[config.mk]
export PLATFORM = sky130hd
export DESIGN_NAME = sha256_msg_sched
export DESIGN_NICKNAME = d
export VERILOG_FILES = /design/src/rtl/sha256_msg_sched.sv
export SDC_FILE = /design/constraint.sdc
export NUM_CORES = 2
export LEC_CHECK = 0
export CAP_MARGIN = 20
export CORE_AREA = 3 3 433 435
export DETAILED_ROUTE_END_ITERATION = 10
export DIE_AREA = 0 0 436 438
export GPL_TIMING_DRIVEN = 0
export PLACE_DENSITY_LB_ADDON = 0.15
export SETUP_SLACK_MARGIN = 0.2
export SYNTH_ARGS = -nofsm -noshare
export SYNTH_HDL_FRONTEND = slang
export SYNTH_SLANG_ARGS = --single-unit
export TNS_END_PERCENT = 50
[constraint.sdc]
create_clock -name clk_i -period 3.9 [get_ports clk_i]
set_input_delay 0.78 -clock clk_i [delete_from_list [all_inputs] [get_ports clk_i]]
set_output_delay 0.78 -clock clk_i [all_outputs]
set_load 0.005 [all_outputs]
[src/rtl/sha256_msg_sched.sv]
// Packs a 32-bit big-endian word stream into 512-bit blocks, applies SHA-256 padding and runs sha256_core one block at a time.
// Optional cycle counter on cycles_o is built when SHA256_SCHED_CYCLE_CNT_EN is defined.
module sha256_msg_sched #(
  parameter int BlockWidth  = 512,
  parameter int DigestWidth = 256
) (
  input  logic                   clk_i,
  input  logic                   rst_ni,
  input  logic                   msg_valid_i,
  output logic                   msg_ready_o,
  input  logic [31:0]            msg_data_i,
  input  logic                   msg_last_i,
  input  logic [2:0]             msg_bytes_i,
  input  logic                   abort_i,
  input  logic                   clear_i,
  output logic [BlockWidth-1:0]  block_o,
  output logic                   enable_hash_o,
  output logic                   rst_hash_o,
  input  logic                   hold_i,
  input  logic                   idle_i,
  input  logic [DigestWidth-1:0] core_digest_i,
  input  logic                   core_valid_i,
  output logic [DigestWidth-1:0] digest_o,
  output logic                   digest_valid_o,
  output logic                   busy_o,
  output logic [31:0]            cycles_o
);

  typedef enum logic [2:0] {IDLE, FILL, PAD, ISSUE, WAIT, DONE} state_e;

  state_e            state_q, state_d;
  logic [15:0][31:0] buf_q;
  logic [3:0]        widx_q;
  logic [63:0]       len_q;
  logic              mark_pend_q, pad_more_q, len_ok_q, rst_pulse_q;
  logic              accept;
  logic [2:0]        nbytes;
  logic [31:0]       word_in, pad_word;
  logic [63:0]       len_bits;

  assign accept   = msg_valid_i & msg_ready_o & ~abort_i;
  assign nbytes   = (msg_bytes_i > 3'd4) ? 3'd4 : msg_bytes_i;
  assign len_bits = len_q << 3;
  assign block_o  = buf_q;

  // Last word: keep the valid bytes, drop the 0x80 marker right after them.
  always_comb begin
    word_in = msg_data_i;
    if (msg_last_i) begin
      case (nbytes)
        3'd0:    word_in = 32'h8000_0000;
        3'd1:    word_in = {msg_data_i[31:24], 24'h80_0000};
        3'd2:    word_in = {msg_data_i[31:16], 16'h8000};
        3'd3:    word_in = {msg_data_i[31:8], 8'h80};
        default: word_in = msg_data_i;
      endcase
    end
  end

  // len_ok_q: the marker sits early enough in this block for the length to follow.
  always_comb begin
    pad_word = 32'h0;
    if (mark_pend_q)                       pad_word = 32'h8000_0000;
    else if (len_ok_q && widx_q == 4'd14) pad_word = len_bits[63:32];
    else if (len_ok_q && widx_q == 4'd15) pad_word = len_bits[31:0];
  end

  always_ff @(posedge clk_i or negedge rst_ni) begin
    if (!rst_ni) state_q <= IDLE;
    else         state_q <= state_d;
  end

  always_comb begin
    state_d = state_q;
    case (state_q)
      IDLE, FILL: if (accept) begin
        if (widx_q == 4'd15)  state_d = ISSUE;
        else if (msg_last_i)  state_d = PAD;
        else                  state_d = FILL;
      end
      PAD:   if (widx_q == 4'd15) state_d = ISSUE;
      ISSUE: state_d = WAIT;
      WAIT: begin
        if (core_valid_i) state_d = DONE;
        else if (hold_i)  state_d = pad_more_q ? PAD : FILL;
      end
      DONE:    if (clear_i) state_d = IDLE;
      default: state_d = IDLE;
    endcase
    if (abort_i) state_d = IDLE;
  end

  always_comb begin
    msg_ready_o    = 1'b0;
    enable_hash_o  = 1'b0;
    rst_hash_o     = rst_pulse_q;
    busy_o         = 1'b1;
    digest_valid_o = 1'b0;
    case (state_q)
      IDLE:  begin msg_ready_o = idle_i; rst_hash_o = rst_pulse_q | ~idle_i; busy_o = 1'b0; end
      FILL:  msg_ready_o = 1'b1;
      ISSUE: enable_hash_o = 1'b1;
      WAIT:  enable_hash_o = ~hold_i;
      DONE:  begin digest_valid_o = 1'b1; busy_o = 1'b0; end
      default: ;
    endcase
  end

  always_ff @(posedge clk_i or negedge rst_ni) begin
    if (!rst_ni) begin
      buf_q <= '0; widx_q <= '0; len_q <= '0; digest_o <= '0;
      mark_pend_q <= 1'b0; pad_more_q <= 1'b0; len_ok_q <= 1'b0; rst_pulse_q <= 1'b0;
    end else if (abort_i || (state_q == DONE && clear_i)) begin
      buf_q <= '0; widx_q <= '0; len_q <= '0;
      mark_pend_q <= 1'b0; pad_more_q <= 1'b0; len_ok_q <= 1'b0; rst_pulse_q <= 1'b1;
    end else begin
      rst_pulse_q <= 1'b0;
      case (state_q)
        IDLE, FILL: if (accept) begin
          buf_q[4'd15 - widx_q] <= word_in;
          widx_q <= widx_q + 4'd1;
          len_q  <= len_q + (msg_last_i ? 64'(nbytes) : 64'd4);
          if (msg_last_i) begin
            mark_pend_q <= (nbytes == 3'd4);
            if (nbytes != 3'd4) len_ok_q <= (widx_q <= 4'd13);
            if (widx_q == 4'd15) pad_more_q <= 1'b1;
          end
        end
        PAD: begin
          buf_q[4'd15 - widx_q] <= pad_word;
          widx_q <= widx_q + 4'd1;
          if (mark_pend_q) begin
            mark_pend_q <= 1'b0;
            len_ok_q    <= (widx_q <= 4'd13);
          end
          if (widx_q == 4'd15) pad_more_q <= mark_pend_q | ~len_ok_q;
        end
        ISSUE: widx_q <= '0;
        WAIT: begin
          if (core_valid_i) digest_o <= core_digest_i;
          else if (hold_i) begin
            buf_q <= '0;
            if (pad_more_q) begin
              pad_more_q <= 1'b0;
              len_ok_q   <= 1'b1;
            end
          end
        end
        default: ;
      endcase
    end
  end

`ifdef SHA256_SCHED_CYCLE_CNT_EN
  logic [31:0] cyc_q;
  always_ff @(posedge clk_i or negedge rst_ni) begin
    if (!rst_ni)                                      cyc_q <= '0;
    else if (abort_i || (state_q == DONE && clear_i)) cyc_q <= '0;
    else if (state_q == IDLE && accept)               cyc_q <= 32'd1;
    else if (busy_o && cyc_q != 32'hFFFF_FFFF)        cyc_q <= cyc_q + 32'd1;
  end
  assign cycles_o = cyc_q;
`else
  assign cycles_o = 32'h0;
`endif

endmodule

---- Word level (Yosys, flattened, before mapping) ----
Index checks and enable logic that the tools add are counted.
word-level totals
  register bits after elaboration ......... 843
  bits of input ports ..................... 300
  output and inout bits ................... 805
cells by class
  $add $sub $neg .......................... 3
  order comparisons ....................... 4
  eq/ne operators ......................... 25
  mux-type cells .......................... 59
  bitwise operators ....................... 9
  reductions and logical operators ........ 22
operator list
  cell                                                             number
  512-bit two-way mux                                              4
  512-bit one-hot mux with 3 select lines                          1
  512-bit bitwise mux                                              2
  64-bit two-way mux                                               3
  32-bit two-way mux                                               5
  32-bit demux with 4-bit select                                   1
  32-bit one-hot mux with 4 select lines                           1
  64-bit by 3-bit adder with 64-bit output                         1
  3-bit inequality test, second input constant                     13
  3-bit two-way mux                                                8
  1-bit two-way mux                                                22
  3-bit one-hot mux with 5 select lines                            1
  3-bit by 2-bit == test with 1-bit output, second input constant  4
  4-bit one-hot mux with 3 select lines                            1
  3-bit == test, second input constant                             3
  4-bit == test, second input constant                             2
  4-bit two-way mux                                                2
  4-bit AND reduction                                              2
  8-bit AND reduction                                              1
  4-bit nonzero test                                               2
  7-bit AND reduction                                              1
  3-bit by 1-bit == test with 1-bit output, second input constant  2
  3-bit logical NOT                                                2
  2-bit two-way mux                                                3
  19 further kinds                                                 35

---- Longest topological paths before layout ----
  word-level depth ........................ 9
  gate-level depth with buffers ........... 12

---- Worst setup path before layout ----
No wires, ideal clock.
  path kind ............................... input to register
  start ................................... in msg_last_i
  end ..................................... reg len_q[38]
  setup time .............................. 0.078 ns
  arrival time ............................ 3.458 ns
  data required time ...................... 3.822 ns
  slack ................................... 0.364 ns
  stages on the path ...................... 11
  path through ............................ nor2b_1 and2_1 ha_1 inv_1 fa_1 nor2b_1 o21ai_1 or4_4 buf_6 or4_1 a21oi_1
on the way
  word-level cells in the longest chain between the ends .. 5
ends and longest elaborated chain
  element                                   line  RTL
  from (decl)                               12    input logic msg_last_i,
  3-bit two-way mux                         122   len_q <= len_q + (msg_last_i ? 64'(nbytes) : 64'd4);
  64-bit by 3-bit adder with 64-bit output  122
  64-bit two-way mux                        119   IDLE, FILL: if (accept) begin
  64-bit two-way mux                        118   case (state_q)
  64-bit two-way mux                        113   end else if (abort_i || (state_q == DONE && clear_i)) begin
  to (signal assigned)                      122
  to (decl)                                 34    logic [63:0] len_q;
Every way passes these cells. The select of a mux whose other input is x is not followed.
A chain may end at the register's enable or synchronous reset.

---- Final worst setup path ----
  start ................................... in abort_i
  end ..................................... reg len_q[21]
on the way
  word-level cells in the longest chain between the ends .. 4
  elaborated cells on any way between the ends .. 7
ends and longest elaborated chain
  element                        line  RTL
  from (decl)                    14    input logic abort_i,
  1-bit inverter                 41    assign accept = msg_valid_i & msg_ready_o & ~abort_i;
  1-bit bitwise AND              41
  2-bit nonzero test (no line)   --
  2-bit AND reduction (no line)  --
Several ways; a longest one is shown, not always the timed one.

==> impl_metrics.ini <==
[synth]
synth_most_common_cell = dfrtp_1
yosys_register_bits = 840
syn_area_sq_mm = 0.0356
synthDominantCellAreaShare = 0.591
synth_area_leaders = dfrtp_1, mux2_2, o2bb2ai_1, o21ai_0, a22o_1
synth_edf_count = 0
syn-mean-instance-area_sq_um = 11.8
synthCells = 3018
synth_top_area_cell = dfrtp_1
synth-main-ff-cell = dfrtp_1
ys_warn_count = 0
yosys.cell_types.count = 76
synth-seq-area-share = 0.591
synth_commonest_cells = dfrtp_1, nand2_1, mux2_2
async_flop_share = 1.00

[die]
ios = 1105
fp.coreArea_sq_mm = 0.183
die_height_microns = 438
rows = 157
die_w_microns = 436
die_area_sq_mm = 0.191
initial_utilization = 0.194

[placed_design]
place.detailed.hpwl_mm = 166
place_inst = 6600
placed_cell_area_sq_mm = 0.0498
gp_congestion = 0.865
io_buffers = 1072

[setup_path]
rrSetupSlack_ps = 290
reg2reg_from = state_q[1]
crit_slowest_cell = clkdlybuf4s50_1
r2r_end = digest_o[132]
cpMostUsedCell = buf_1
crit_chain = clkdlybuf4s50_1 > clkinv_1 > o21a_1 > inv_2 > buf_1 > clkbuf_2 > buf_1 > a21oi_1
cpPeakStageDelay_ps = 720
end_kind = flop
reg2reg_depth = 7
crit_arrival_ps = 4250
cp_data_required_time_ps = 4480
critPathLaunchType = input port
crit_path_max_fanout = 10
criticalPathCategory = in2reg

[drt]
routed-via-count = 31600
drtIter0Drc = 2325
drtAntennaViolNets = 0
wirelength_mm = 209
avgRoutedWirePerCell_microns = 30.7
viasPerCell = 4.64
dr.pass1.iters = 6
post-route-drc-count = 0

[layout]
postLayoutCoreUtil = 0.292
multi_input_area_sq_mm = 0.0133
final_area_sq_mm = 0.0537
seq_area_sq_mm = 0.0210
drive_above_1_share = 0.133
syn2layout_area_growth_pct = 50.8
fillers = 19300
instances_no_fill = 6811
final_nets = 4555

[clock_network]
cts_buffers = 104
cts.sinks = 840
path_clk_slew_ps = 70
clockBufferDepth = 3
cts_tree = done
insertion_delay_ps = 740
cts-root-buf = clkbuf_16
h-tree-depth = 3

[timing]
worstMarginPinSlew_ps = 1100
max_clock_freq_ghz = 0.272
hold_viol = 0
finalSetupViolations = 0
clock_skew_ps = 19.6
period_share = 0.941
slew_headroom = 0.268
finalCriticalPeriod_ps = 3670
slew_viol_final = 0
rsz0062_at_grt = true

[status]
outcome = complete, no violations

[global_routing]
grt_pass1_wl_mm = 281
grt_pass1_vias = 31600
grt.overflow.total = 0
grt_start_max_net_pins = 110
grt_antenna_before_repair = 32
grtUsageTotal = 0.211

[pwr]
p_leak_uw = 0.0221
p_per_area_mw_per_mm2 = 510
peakVddDrop_uv = 311

[flow_run]
drv_cap = 0

[hold_path]
holdCritPathClass = reg2reg
min_path_cells = 2
min_from = block_o[327]
holdPathEnd = block_o[327]
-- through the flow --
stage               setup TNS (ps)  setup slack (ps)  total power, uW  hold slack, ps
floorplan                        0               364            12400             473
global placement                 -            -41330            17100             461
detailed placement         -385200             -1420            17200             469
CTS                          -20.4             -12.8            27800             482
global route                     0               109            28400             460
finish                           0               229            27400             475
-- cells in the final DEF, fill, tap and decap left out, drive strengths merged, types with 15 or more instances in the layout --
master / n
dfrtp: 840
nor2: 52
a22oi: 28
buf: 109
nand4: 15
o2bb2ai: 211
o22ai: 94
xnor2: 16
nand2: 282
clkinv: 23
clkbuf: 380
a31oi: 27
inv: 22
o31ai: 49
conb: 32
mux2: 258
a221oi: 84
or4: 25
nand3: 63
o21ai: 255
a22o: 142
or3: 20
clkdlybuf4s50: 1068
a21oi: 61
-- registers in the layout, summed over array words and instances (netlist names) --
register,cells
block_o,512
digest_o,256
len_q,61
widx_q,4
state_q,3
len_ok_q,1
mark_pend_q,1
pad_more_q,1
rst_pulse_q,1
-- power breakdown --
group / switching (uW) / total, uW / internal [uW]
sequential: 632 / 10400 / 9770
combinational: 3440 / 6500 / 3060
clock: 4250 / 10500 / 6240
-- cell type report --
| class | instances | share of cell area |
|---|---|---|
| flip-flops and latches | 840 | 0.392 |
| multi-input cells | 1874 | 0.249 |
| repair buffers | 1092 | 0.207 |
| well taps | 2464 | 0.0575 |
| clock buffers | 152 | 0.0571 |
| plain buffers | 316 | 0.0262 |
| clock inverters | 40 | 0.0104 |
| inverters | 19 | 0.00133 |
| diodes | 14 | 0.000653 |
-- logic make-up (layout without fill, tap and decap cells) --
family,after synthesis,count (layout),share of synthesized area
AO/OA/AOI/OAI,1004,1004,0.203
flip-flops,840,840,0.591
AND/OR/NAND/NOR,550,550,0.0754
buffers and inverters,335,1619,0.0407
multiplexers,260,260,0.0822
XOR/XNOR,20,20,0.00492
adder cells (fa/ha/maj),8,8,0.00303
other,1,46,0.000105
-- how the worst max path moves through the flow --
stage	start	slack (ps)	endpoint
floorplan	msg_last_i	360	len_q[38]
global placement	rst_ni	-41330	digest_o[177]
detailed placement	core_valid_i	-1420	block_o[482]
CTS	state_q[0]	-10	block_o[493]
global route	state_q[1]	110	digest_o[130]
finish	abort_i	230	len_q[21]
-- critical path, delay by kind of cell --
family | cells | cell delay (ps)
compound gates | 2 | 420
buf+inv | 6 | 3020
-- repair_timing --
action	4_1_cts	5_1_grt
setup buffers	1	0
pin swaps	1	0
resized for setup	31	19
endpoints found under the setup margin	497	343
hold buffers	1	0
endpoints found under the hold margin	16	0
gates cloned	0	0
-- layer usage --
| layer | share of wire | global-route usage | up-vias |
|---|---|---|---|
| li1 | - | - | 13800 |
| met1 | 0.35 | 0.219 | 16100 |
| met2 | 0.53 | 0.392 | 1287 |
| met3 | 0.068 | 0.0562 | 355 |
| met4 | 0.055 | 0.0989 | 12 |
| met5 | 0.00032 | 0 | - |
Note: power is estimated with default switching activity, not from simulation.
